===== config.mk =====
export PLATFORM = sky130hd
export DESIGN_NAME = mem_store_unit_flat
export DESIGN_NICKNAME = d
export VERILOG_FILES = /design/src/rtl/mem_store_unit_if.sv /design/src/rtl/mem_store_unit.sv /design/src/flat_wrapper.sv
export SDC_FILE = /design/constraint.sdc
export NUM_CORES = 1
export LEC_CHECK = 0
export CORE_MARGIN = 5
export CORE_UTILIZATION = 45
export CTS_BUF_LIST = sky130_fd_sc_hd__clkbuf_4 sky130_fd_sc_hd__clkbuf_8
export DETAILED_ROUTE_END_ITERATION = 10
export GPL_TIMING_DRIVEN = 0
export PLACE_DENSITY = 0.68
export SETUP_SLACK_MARGIN = 0.5
export SLEW_MARGIN = 20
export SYNTH_ARGS = -nofsm -noshare
export SYNTH_HDL_FRONTEND = slang
export SYNTH_SLANG_ARGS = --single-unit

===== constraint.sdc =====
create_clock -name clk -period 2.7 [get_ports clk]
set_input_delay 0.675 -clock clk [delete_from_list [all_inputs] [get_ports clk]]
set_output_delay 0.675 -clock clk [all_outputs]
set_load 0.02 [all_outputs]

===== src/rtl/mem_store_unit_if.sv =====
// Store request and RAM write port bundle for mem_store_unit.
// master drives requests and acks; slave is the store unit itself.
interface mem_store_unit_if;
  logic        store_valid_in;
  logic        store_ready_out;
  logic [31:0] store_addr_in;
  logic [31:0] store_data_in;
  logic [3:0]  mem_sel_in;
  logic        flush;
  logic        addr_error_out;
  logic [31:0] bad_addr_out;
  logic        ram_write_en;
  logic [31:0] ram_addr;
  logic [3:0]  ram_write_sel;
  logic [31:0] ram_write_data;
  logic        ram_write_ack;
  logic [31:0] load_addr_in;
  logic        load_conflict_out;
  logic        buffer_empty_out;

  modport master (
    output store_valid_in, store_addr_in, store_data_in,
    output mem_sel_in, flush, ram_write_ack, load_addr_in,
    input  store_ready_out, addr_error_out, bad_addr_out,
    input  ram_write_en, ram_addr, ram_write_sel, ram_write_data,
    input  load_conflict_out, buffer_empty_out
  );

  modport slave (
    input  store_valid_in, store_addr_in, store_data_in,
    input  mem_sel_in, flush, ram_write_ack, load_addr_in,
    output store_ready_out, addr_error_out, bad_addr_out,
    output ram_write_en, ram_addr, ram_write_sel, ram_write_data,
    output load_conflict_out, buffer_empty_out
  );
endinterface


===== src/rtl/mem_store_unit.sv =====
// Store lane alignment plus a small store buffer draining to RAM.
// Misaligned/illegal stores are rejected with an address error pulse.
module mem_store_unit #(
  parameter int DEPTH = 4,
  parameter int PTR_W = 2
) (
  input logic            clk,
  input logic            rst,
  mem_store_unit_if.slave bus
);

  localparam logic [PTR_W:0] FULL_CNT = (PTR_W+1)'(DEPTH);

  logic [29:0]      e_addr [DEPTH];
  logic [3:0]       e_sel  [DEPTH];
  logic [31:0]      e_data [DEPTH];
  logic [DEPTH-1:0] e_vld;

  logic [PTR_W-1:0] head_q;
  logic [PTR_W-1:0] tail_q;
  logic [PTR_W:0]   count_q;

  logic [1:0]  a;
  logic        aligned;
  logic [3:0]  st_sel;
  logic [31:0] st_data;
  logic        push;
  logic        pop;
  logic        reject;
  logic        err_q;
  logic [31:0] bad_q;
  logic        conflict;
  logic        unused_load_lsb;

  assign a = bus.store_addr_in[1:0];
  assign unused_load_lsb = ^bus.load_addr_in[1:0];

  // Size decode: lane select, replicated data, alignment legality
  always_comb begin
    aligned = 1'b0;
    st_sel  = 4'b0000;
    st_data = '0;
    unique case (bus.mem_sel_in)
      4'b0001: begin
        aligned = 1'b1;
        st_sel  = 4'b0001 << a;
        st_data = {4{bus.store_data_in[7:0]}};
      end
      4'b0011: begin
        aligned = ~a[0];
        st_sel  = a[1] ? 4'b1100 : 4'b0011;
        st_data = {2{bus.store_data_in[15:0]}};
      end
      4'b1111: begin
        aligned = (a == 2'b00);
        st_sel  = 4'b1111;
        st_data = bus.store_data_in;
      end
      default: aligned = 1'b0;
    endcase
  end

  assign bus.store_ready_out = (count_q != FULL_CNT);
  assign push = bus.store_valid_in & bus.store_ready_out
              & ~bus.flush & aligned;
  assign pop  = (count_q != '0) & bus.ram_write_ack;
  assign reject = bus.store_valid_in & ~bus.flush & ~aligned;

  // Head/tail pointers and occupancy
  always_ff @(posedge clk or negedge rst) begin
    if (!rst) begin
      head_q  <= '0;
      tail_q  <= '0;
      count_q <= '0;
    end else begin
      if (push) tail_q <= tail_q + PTR_W'(1);
      if (pop)  head_q <= head_q + PTR_W'(1);
      if (push && !pop)
        count_q <= count_q + (PTR_W+1)'(1);
      else if (pop && !push)
        count_q <= count_q - (PTR_W+1)'(1);
    end
  end

  // Entry storage: write at tail, invalidate at head on ack
  always_ff @(posedge clk or negedge rst) begin
    if (!rst) begin
      e_vld <= '0;
      for (int i = 0; i < DEPTH; i++) begin
        e_addr[i] <= '0;
        e_sel[i]  <= '0;
        e_data[i] <= '0;
      end
    end else begin
      if (pop) e_vld[head_q] <= 1'b0;
      if (push) begin
        e_vld[tail_q]  <= 1'b1;
        e_addr[tail_q] <= bus.store_addr_in[31:2];
        e_sel[tail_q]  <= st_sel;
        e_data[tail_q] <= st_data;
      end
    end
  end

  // Error pulse and sticky faulting address
  always_ff @(posedge clk or negedge rst) begin
    if (!rst) begin
      err_q <= 1'b0;
      bad_q <= '0;
    end else begin
      err_q <= reject;
      if (reject) bad_q <= bus.store_addr_in;
    end
  end

  // Loads hitting any pending word must stall
  always_comb begin
    conflict = 1'b0;
    for (int i = 0; i < DEPTH; i++)
      if (e_vld[i] && e_addr[i] == bus.load_addr_in[31:2])
        conflict = 1'b1;
  end

  assign bus.ram_write_en = (count_q != '0);
  assign bus.ram_addr = bus.ram_write_en
    ? {e_addr[head_q], 2'b00} : '0;
  assign bus.ram_write_sel = bus.ram_write_en
    ? e_sel[head_q] : '0;
  assign bus.ram_write_data = bus.ram_write_en
    ? e_data[head_q] : '0;
  assign bus.addr_error_out    = err_q;
  assign bus.bad_addr_out      = bad_q;
  assign bus.load_conflict_out = conflict;
  assign bus.buffer_empty_out  = (count_q == '0);

endmodule


===== src/flat_wrapper.sv =====
// flat-port wrapper written by rule: the top's interface ports become plain ports
module mem_store_unit_flat 
#(
  parameter int DEPTH = 4,
  parameter int PTR_W = 2
)
  (clk, rst, bus_store_valid_in, bus_store_addr_in, bus_store_data_in, bus_mem_sel_in, bus_flush, bus_ram_write_ack, bus_load_addr_in, bus_store_ready_out, bus_addr_error_out, bus_bad_addr_out, bus_ram_write_en, bus_ram_addr, bus_ram_write_sel, bus_ram_write_data, bus_load_conflict_out, bus_buffer_empty_out);
  mem_store_unit_if bus_i ();
  input logic clk;
  input logic rst;
  input wire logic [$bits(bus_i.store_valid_in)-1:0] bus_store_valid_in;
  input wire logic [$bits(bus_i.store_addr_in)-1:0] bus_store_addr_in;
  input wire logic [$bits(bus_i.store_data_in)-1:0] bus_store_data_in;
  input wire logic [$bits(bus_i.mem_sel_in)-1:0] bus_mem_sel_in;
  input wire logic [$bits(bus_i.flush)-1:0] bus_flush;
  input wire logic [$bits(bus_i.ram_write_ack)-1:0] bus_ram_write_ack;
  input wire logic [$bits(bus_i.load_addr_in)-1:0] bus_load_addr_in;
  output wire logic [$bits(bus_i.store_ready_out)-1:0] bus_store_ready_out;
  output wire logic [$bits(bus_i.addr_error_out)-1:0] bus_addr_error_out;
  output wire logic [$bits(bus_i.bad_addr_out)-1:0] bus_bad_addr_out;
  output wire logic [$bits(bus_i.ram_write_en)-1:0] bus_ram_write_en;
  output wire logic [$bits(bus_i.ram_addr)-1:0] bus_ram_addr;
  output wire logic [$bits(bus_i.ram_write_sel)-1:0] bus_ram_write_sel;
  output wire logic [$bits(bus_i.ram_write_data)-1:0] bus_ram_write_data;
  output wire logic [$bits(bus_i.load_conflict_out)-1:0] bus_load_conflict_out;
  output wire logic [$bits(bus_i.buffer_empty_out)-1:0] bus_buffer_empty_out;
  assign bus_i.store_valid_in = bus_store_valid_in;
  assign bus_i.store_addr_in = bus_store_addr_in;
  assign bus_i.store_data_in = bus_store_data_in;
  assign bus_i.mem_sel_in = bus_mem_sel_in;
  assign bus_i.flush = bus_flush;
  assign bus_i.ram_write_ack = bus_ram_write_ack;
  assign bus_i.load_addr_in = bus_load_addr_in;
  assign bus_store_ready_out = bus_i.store_ready_out;
  assign bus_addr_error_out = bus_i.addr_error_out;
  assign bus_bad_addr_out = bus_i.bad_addr_out;
  assign bus_ram_write_en = bus_i.ram_write_en;
  assign bus_ram_addr = bus_i.ram_addr;
  assign bus_ram_write_sel = bus_i.ram_write_sel;
  assign bus_ram_write_data = bus_i.ram_write_data;
  assign bus_load_conflict_out = bus_i.load_conflict_out;
  assign bus_buffer_empty_out = bus_i.buffer_empty_out;
  mem_store_unit #(.DEPTH(DEPTH), .PTR_W(PTR_W)) u_core (.clk(clk), .rst(rst), .bus(bus_i));
endmodule

After elaboration in Yosys (flattened, before gate mapping) --
Index checks and enable logic that the tools add are counted.
Operators by class: muxes and demuxes 37, add/subtract/negate cells 4, magnitude comparators 7, $mul 0, reductions and logical operators 15, shifts and indexed selects 1, equality and inequality tests 8, bitwise operators 14, divide/modulo/power cells 0
Operators with widths (count):
- 2-to-1 mux 32 bit | 5
- bitwise mux 128 bit | 1
- bitwise mux 120 bit | 1
- equality test 30 bit | 4
- case mux 32 bit (3 select lines) | 1
- 2-to-1 mux 30 bit | 3
- binary-select mux 32 bit (select 2 bit) | 1
- demux 32 bit (select 2 bit) | 1
- binary-select mux 30 bit (select 2 bit) | 1
- demux 30 bit (select 2 bit) | 1
- 2-to-1 mux 4 bit | 7
- bitwise mux 16 bit | 1
- case mux 4 bit (3 select lines) | 1
- logical AND 1 bit | 9
- binary-select mux 4 bit (select 2 bit) | 1
- demux 4 bit (select 2 bit) | 1
- AND 1 bit | 6
- >= comparator 3 bit (second input constant) | 2
- less-than comparator 2 x 3 -> 1 bit (second input constant) | 2
- 2-to-1 mux 1 bit | 6
- 2-to-1 mux 3 bit | 2
- inverter 2 -> 3 bit | 2
- adder 2 x 1 -> 2 bit (second input constant) | 2
- AND 4 bit | 1
- 19 further kinds | 24
Storage, ports and cells: memories 0, bits in registers 308, latch bits 0, bits in read-only memories 0, input bits 105, output and inout bits 105, word-level logic and storage cells 104, bits in writable memories 0

Longest topological paths before layout --
depth in word-level cells 9, depth in mapped cells 11, depth with buffers taken out 9

Least setup slack after synthesis --
Ideal clock, no wire load.
path kind input-to-reg, start in bus_mem_sel_in[1], end reg u_core.count_q[2], library setup time 0.079 ns, path slack 0.085 ns, stages on the path 11, data required time 2.621 ns, data arrival time 2.536 ns, buffers on the path 2, cell sequence clkbuf_1 o31ai_1 o211ai_1 and4bb_1 buf_4 ha_1 inv_1 fa_1 xor2_1 nor2_1 xor2_1
On the way: cells in the longest elaborated chain, start to end 6, elaborated cells between the ends (all ways) 10, those cells by class 3 x eq/ne; 2 x mux; 1 x bitwise; 4 x reduce/logical
Ends and longest elaborated chain:
- start, declared | line flat_wrapper.sv:14 | input wire logic [$bits(bus_i.mem_sel_in)-1:0] bus_mem_sel_in;
- equality test 4 bit, or another cell as far along | line mem_store_unit.sv:43 | unique case (bus.mem_sel_in)
- case mux 1 bit (3 select lines) * | line mem_store_unit.sv:43
- AND 1 bit * | line mem_store_unit.sv:65 | & ~bus.flush & aligned;
- net u_core.push | line mem_store_unit.sv:27 | logic push;
- logical NOT 1 bit | line mem_store_unit.sv:80 | else if (pop && !push)
- logical AND 1 bit | line mem_store_unit.sv:80
- nonzero test 2 bit (no source line)
- end signal, assigned | line mem_store_unit.sv:79 | count_q <= count_q + (PTR_W+1)'(1);
- end signal, assigned | line mem_store_unit.sv:81 | count_q <= count_q - (PTR_W+1)'(1);
- end, declared | line mem_store_unit.sv:21 | logic [PTR_W:0] count_q;
Mark *: on every way through the listed nets, which the timed path passes. The rest lies on a longest branch. A chain may end at the register's enable or synchronous reset.

Worst setup path in the final report --
start reg u_core.head_q[0], end out bus_ram_addr[17]
On the way: cells in the longest elaborated chain, start to end 5
Ends and longest elaborated chain:
- start, declared | line mem_store_unit.sv:19 | logic [PTR_W-1:0] head_q;
- start signal, assigned | line mem_store_unit.sv:77 | if (pop) head_q <= head_q + PTR_W'(1);
- inverter 2 -> 3 bit (implied by the code) | line mem_store_unit.sv:126 | ? {e_addr[head_q], 2'b00} : '0;
- binary-select mux 30 bit (select 2 bit) | line mem_store_unit.sv:126
- 2-to-1 mux 30 bit (implied by the code) (2 in a row) | line mem_store_unit.sv:126
- 2-to-1 mux 32 bit | line mem_store_unit.sv:126
- end, declared | line flat_wrapper.sv:22 | output wire logic [$bits(bus_i.ram_addr)-1:0] bus_ram_addr;
Every way passes these cells. The select of a mux whose other input is x is not followed.

==> impl_metrics.json <==
{
  "status": "finished with violations",
  "violations": "negative setup slack",
  "slew_violations": 0,
  "routed_wl_mm": 43.1,
  "reg2reg_to": "u_core.count_q[2]",
  "diodes": 0,
  "pre_cts_ws_ns": -1.07,
  "cts_buffer_depth": 3,
  "grt_max_degree": 101,
  "ys_ff_latch": 308,
  "die_h_um": 195,
  "crit_type": "flip-flop to output pin",
  "initial_core_util": 0.458,
  "worstHoldStart": "u_core.e_data[118]",
  "num-nets-final": 1492,
  "clock.fmax_mhz": 334,
  "grt_pass1_wl_mm": 66.3,
  "grt_setup_unrepaired": "true",
  "clkSlewWorstSetupHoldPaths_ns": 0.06,
  "r2r-start": "u_core.count_q[0]",
  "cts_tree": "yes",
  "setup_slack_ns": -0.295,
  "end_kind": "output pin",
  "wl_met1_mm": 19.5,
  "port_buffers": 190,
  "post_dp_cell_area_sq_um": 18300,
  "cp.arrival_ns": 2.32,
  "post-route-drc-count": 0,
  "worstPathRequired_ns": 2.03,
  "peakVddDrop_mv": 0.647,
  "cts-root-buf": "clkbuf_8",
  "wl_per_cell_um": 23.2,
  "ios": 210,
  "dpl.hpwl_mm": 30.5,
  "final-setup-viol-count": 67,
  "synthDistinctLibCells": 35,
  "critPathMaxFanout": 6,
  "grt_pass1_vias": 11000,
  "vias": 10100,
  "power_leakage_nw": 9.89,
  "dr_wl_met2_mm": 20.7,
  "yosysSeqAreaShare": 0.500,
  "numCtsBuffers": 52,
  "drv_cap": 0,
  "critPathLaunchType": "flip-flop",
  "dieArea_sq_um": 38100,
  "core_area_sq_um": 33700,
  "gr-total-overflow": 0,
  "period_share": 1.11,
  "design_area_sq_um": 20400,
  "synth.avg_cell_area_sq_um": 14.1,
  "hold_class": "flip-flop to flip-flop",
  "relSlewSlack": 0.529,
  "dr.pass1.iters": 5,
  "clk_latency_ns": 0.60,
  "powerDensity_nw_per_um2": 814,
  "place.gp.congestion": 0.889,
  "drive_above_1_share": 0.440,
  "n_fill_cell": 2691,
  "cts_sinks": 308,
  "postRouteAntennaNets": 0,
  "dr_wl_met3_mm": 2.37,
  "drt_first_iter_violations": 616,
  "finalCriticalPeriod_ns": 3.00,
  "finClkSkew_ns": 0.0407,
  "r2r_cells": 11,
  "antenna_found_initial": 1,
  "netlist_instances": 1092,
  "hold_depth": 1,
  "grt_use_total": 0.224,
  "synth_warnings": 0,
  "areaGrowthSynthToFinish_pct": 32.0,
  "num_rows": 67,
  "syn_area_sq_um": 15400,
  "tightestPinTransition_ns": 0.706,
  "h-tree-depth": 2,
  "die_width_um": 195,
  "power_mw": 16.6,
  "holdPathEnd": "u_core.e_data[118]",
  "top_layer": "met4",
  "viasPerCell": 5.45,
  "r2r_slack_ns": 0.36,
  "hold_violations": 0
}
[per-layer routing]
| layer | up-vias | global-route usage |
|---|---|---|
| li1 | 4527 | - |
| met1 | 5308 | 0.318 |
| met2 | 265 | 0.359 |
| met3 | 49 | 0.0507 |
| met4 | 0 | 0.0422 |
| met5 | - | 0 |
[cells in the final DEF, fill, tap and decap left out, types with 7 or more instances in the layout]
master / Yosys / layout
buf_2: 22 / 16
ha_1: 9 / 8
and2_1: 75 / 28
buf_8: 0 / 15
clkbuf_2: 0 / 22
nor4_2: 0 / 7
mux4_2: 66 / 66
buf_4: 9 / 30
mux2_2: 193 / 192
dlygate4sd2_1: 0 / 48
buf_12: 0 / 11
mux2i_1: 8 / 8
buf_6: 4 / 62
clkbuf_8: 0 / 65
xnor2_1: 79 / 56
nand4_1: 26 / 26
and2_4: 0 / 47
clkbuf_4: 0 / 24
clkdlybuf4s50_1: 0 / 65
clkbuf_16: 0 / 10
xnor2_2: 0 / 22
mux2_1: 104 / 104
dfrtp_1: 308 / 308
a22o_1: 16 / 16
xor2_1: 46 / 46
nor4_1: 16 / 9
nand2_1: 25 / 22
o21ai_0: 13 / 13
[report_power, final]
part	total (mW)	switching, mW	internal [mW]
sequential	5.94	0.608	5.34
clock	4.44	1.90	2.54
combinational	6.19	2.80	3.38
total	16.6	5.31	11.3
[worst max path at each step]
stage / start / end / slack [ns] / cells after the start
finish: u_core.head_q[0] / bus_ram_addr[17] / -0.30 / 7
global route: u_core.head_q[0] / bus_ram_write_sel[2] / -0.36 / 5
CTS: u_core.head_q[0] / bus_ram_addr[17] / -0.33 / 7
detailed placement: bus_load_addr_in[25] / bus_load_conflict_out / -1.07 / 7
global placement: rst / u_core.e_data[70] / -12.58 / 1
floorplan: bus_mem_sel_in[1] / u_core.count_q[1] / 0.25 / 9
[cell type report]
type | instances | area, sq um | share of cell area
multi-input combinational | 700 | 7720 | 0.379
tap | 448 | 561 | 0.0275
clock buffer | 83 | 1000 | 0.0493
inverter | 8 | 35.0 | 0.00172
sequential | 308 | 7710 | 0.378
buffer | 77 | 833 | 0.0409
timing repair buffer | 230 | 2400 | 0.118
clock inverter | 8 | 103 | 0.00504
[registers in the layout (all words and copies together), names as in the netlist]
| name | flops |
|---|---|
| u_core.e_data | 128 |
| u_core.e_addr | 120 |
| u_core.bus.bad_addr_out | 32 |
| u_core.e_sel | 16 |
| u_core.e_vld | 4 |
| u_core.count_q | 3 |
| u_core.head_q | 2 |
| u_core.tail_q | 2 |
| u_core.bus.addr_error_out | 1 |
[synth_stat cells]
cell type    n  area share
nor2_1       4     0.00097
o31ai_1      1     0.00049
a31o_2       1     0.00057
nand3_1      5      0.0016
and4_1       1     0.00057
buf_1        2     0.00049
clkbuf_1    40      0.0097
mux2_2     193        0.14
o211ai_1     1     0.00049
o21ai_0     13      0.0042
nor4_1      16      0.0065
buf_4        9      0.0044
nand4_1     26       0.011
buf_6        4      0.0029
and2_1      75       0.030
xor2_1      46       0.026
inv_1        8      0.0019
nand3b_1     1     0.00049
mux2_1     104       0.076
nand2_2      2     0.00081
buf_2       22      0.0071
and4bb_1     1     0.00081
mux4_2      66       0.096
nand2_1     25      0.0061
xnor2_1     79       0.045
fa_1         1      0.0013
a22o_1      16      0.0091
nand2b_1     1     0.00041
a21o_1       1     0.00049
mux2i_1      8      0.0052
dfrtp_1    308        0.50
conb_1       1     0.00024
and4b_1      1     0.00065
ha_1         9      0.0073
or3_1        1     0.00041
[critical path, stage by stage, from the launching register on]
cell and delay (ns):
dfrtp_1 0.39, buf_8 0.16, buf_12 0.14, buf_12 0.11, buf_16 0.12, mux4_2 0.50
and2_4 0.17, buf_6 0.12
[metrics by stage]
stage,setup TNS (ns),util,cells,hold WS (ns)
floorplan,0,-,1093,0.379
global placement,-4005.09,0.539,1731,0.468
detailed placement,-136.77,0.542,1734,0.480
CTS,-17.70,0.597,1857,0.492
global route,-20.14,0.604,1862,0.501
finish,-15.28,0.604,1862,0.489
[logic make-up after synthesis]
logic type,synth area share
buffers and inverters,0.0266
xor gates and xnor gates,0.0710
other,0.000243
and+or+nand+nor,0.0603
muxes,0.318
adders and majority gates,0.00860
AOI/OAI and AO/OA,0.0153
DFF,0.500
[what timing repair did]
item / in CTS / in global routing
pin swaps: 25 / 13
hold endpoints to repair: 23 / 0
buffers inserted: 24 / 4
hold buffers: 1 / 0
gates cloned: 7 / 1
setup endpoints to repair: 402 / 206
resized for setup: 533 / 51
No activity file was read; power rests on OpenSTA's default activity.
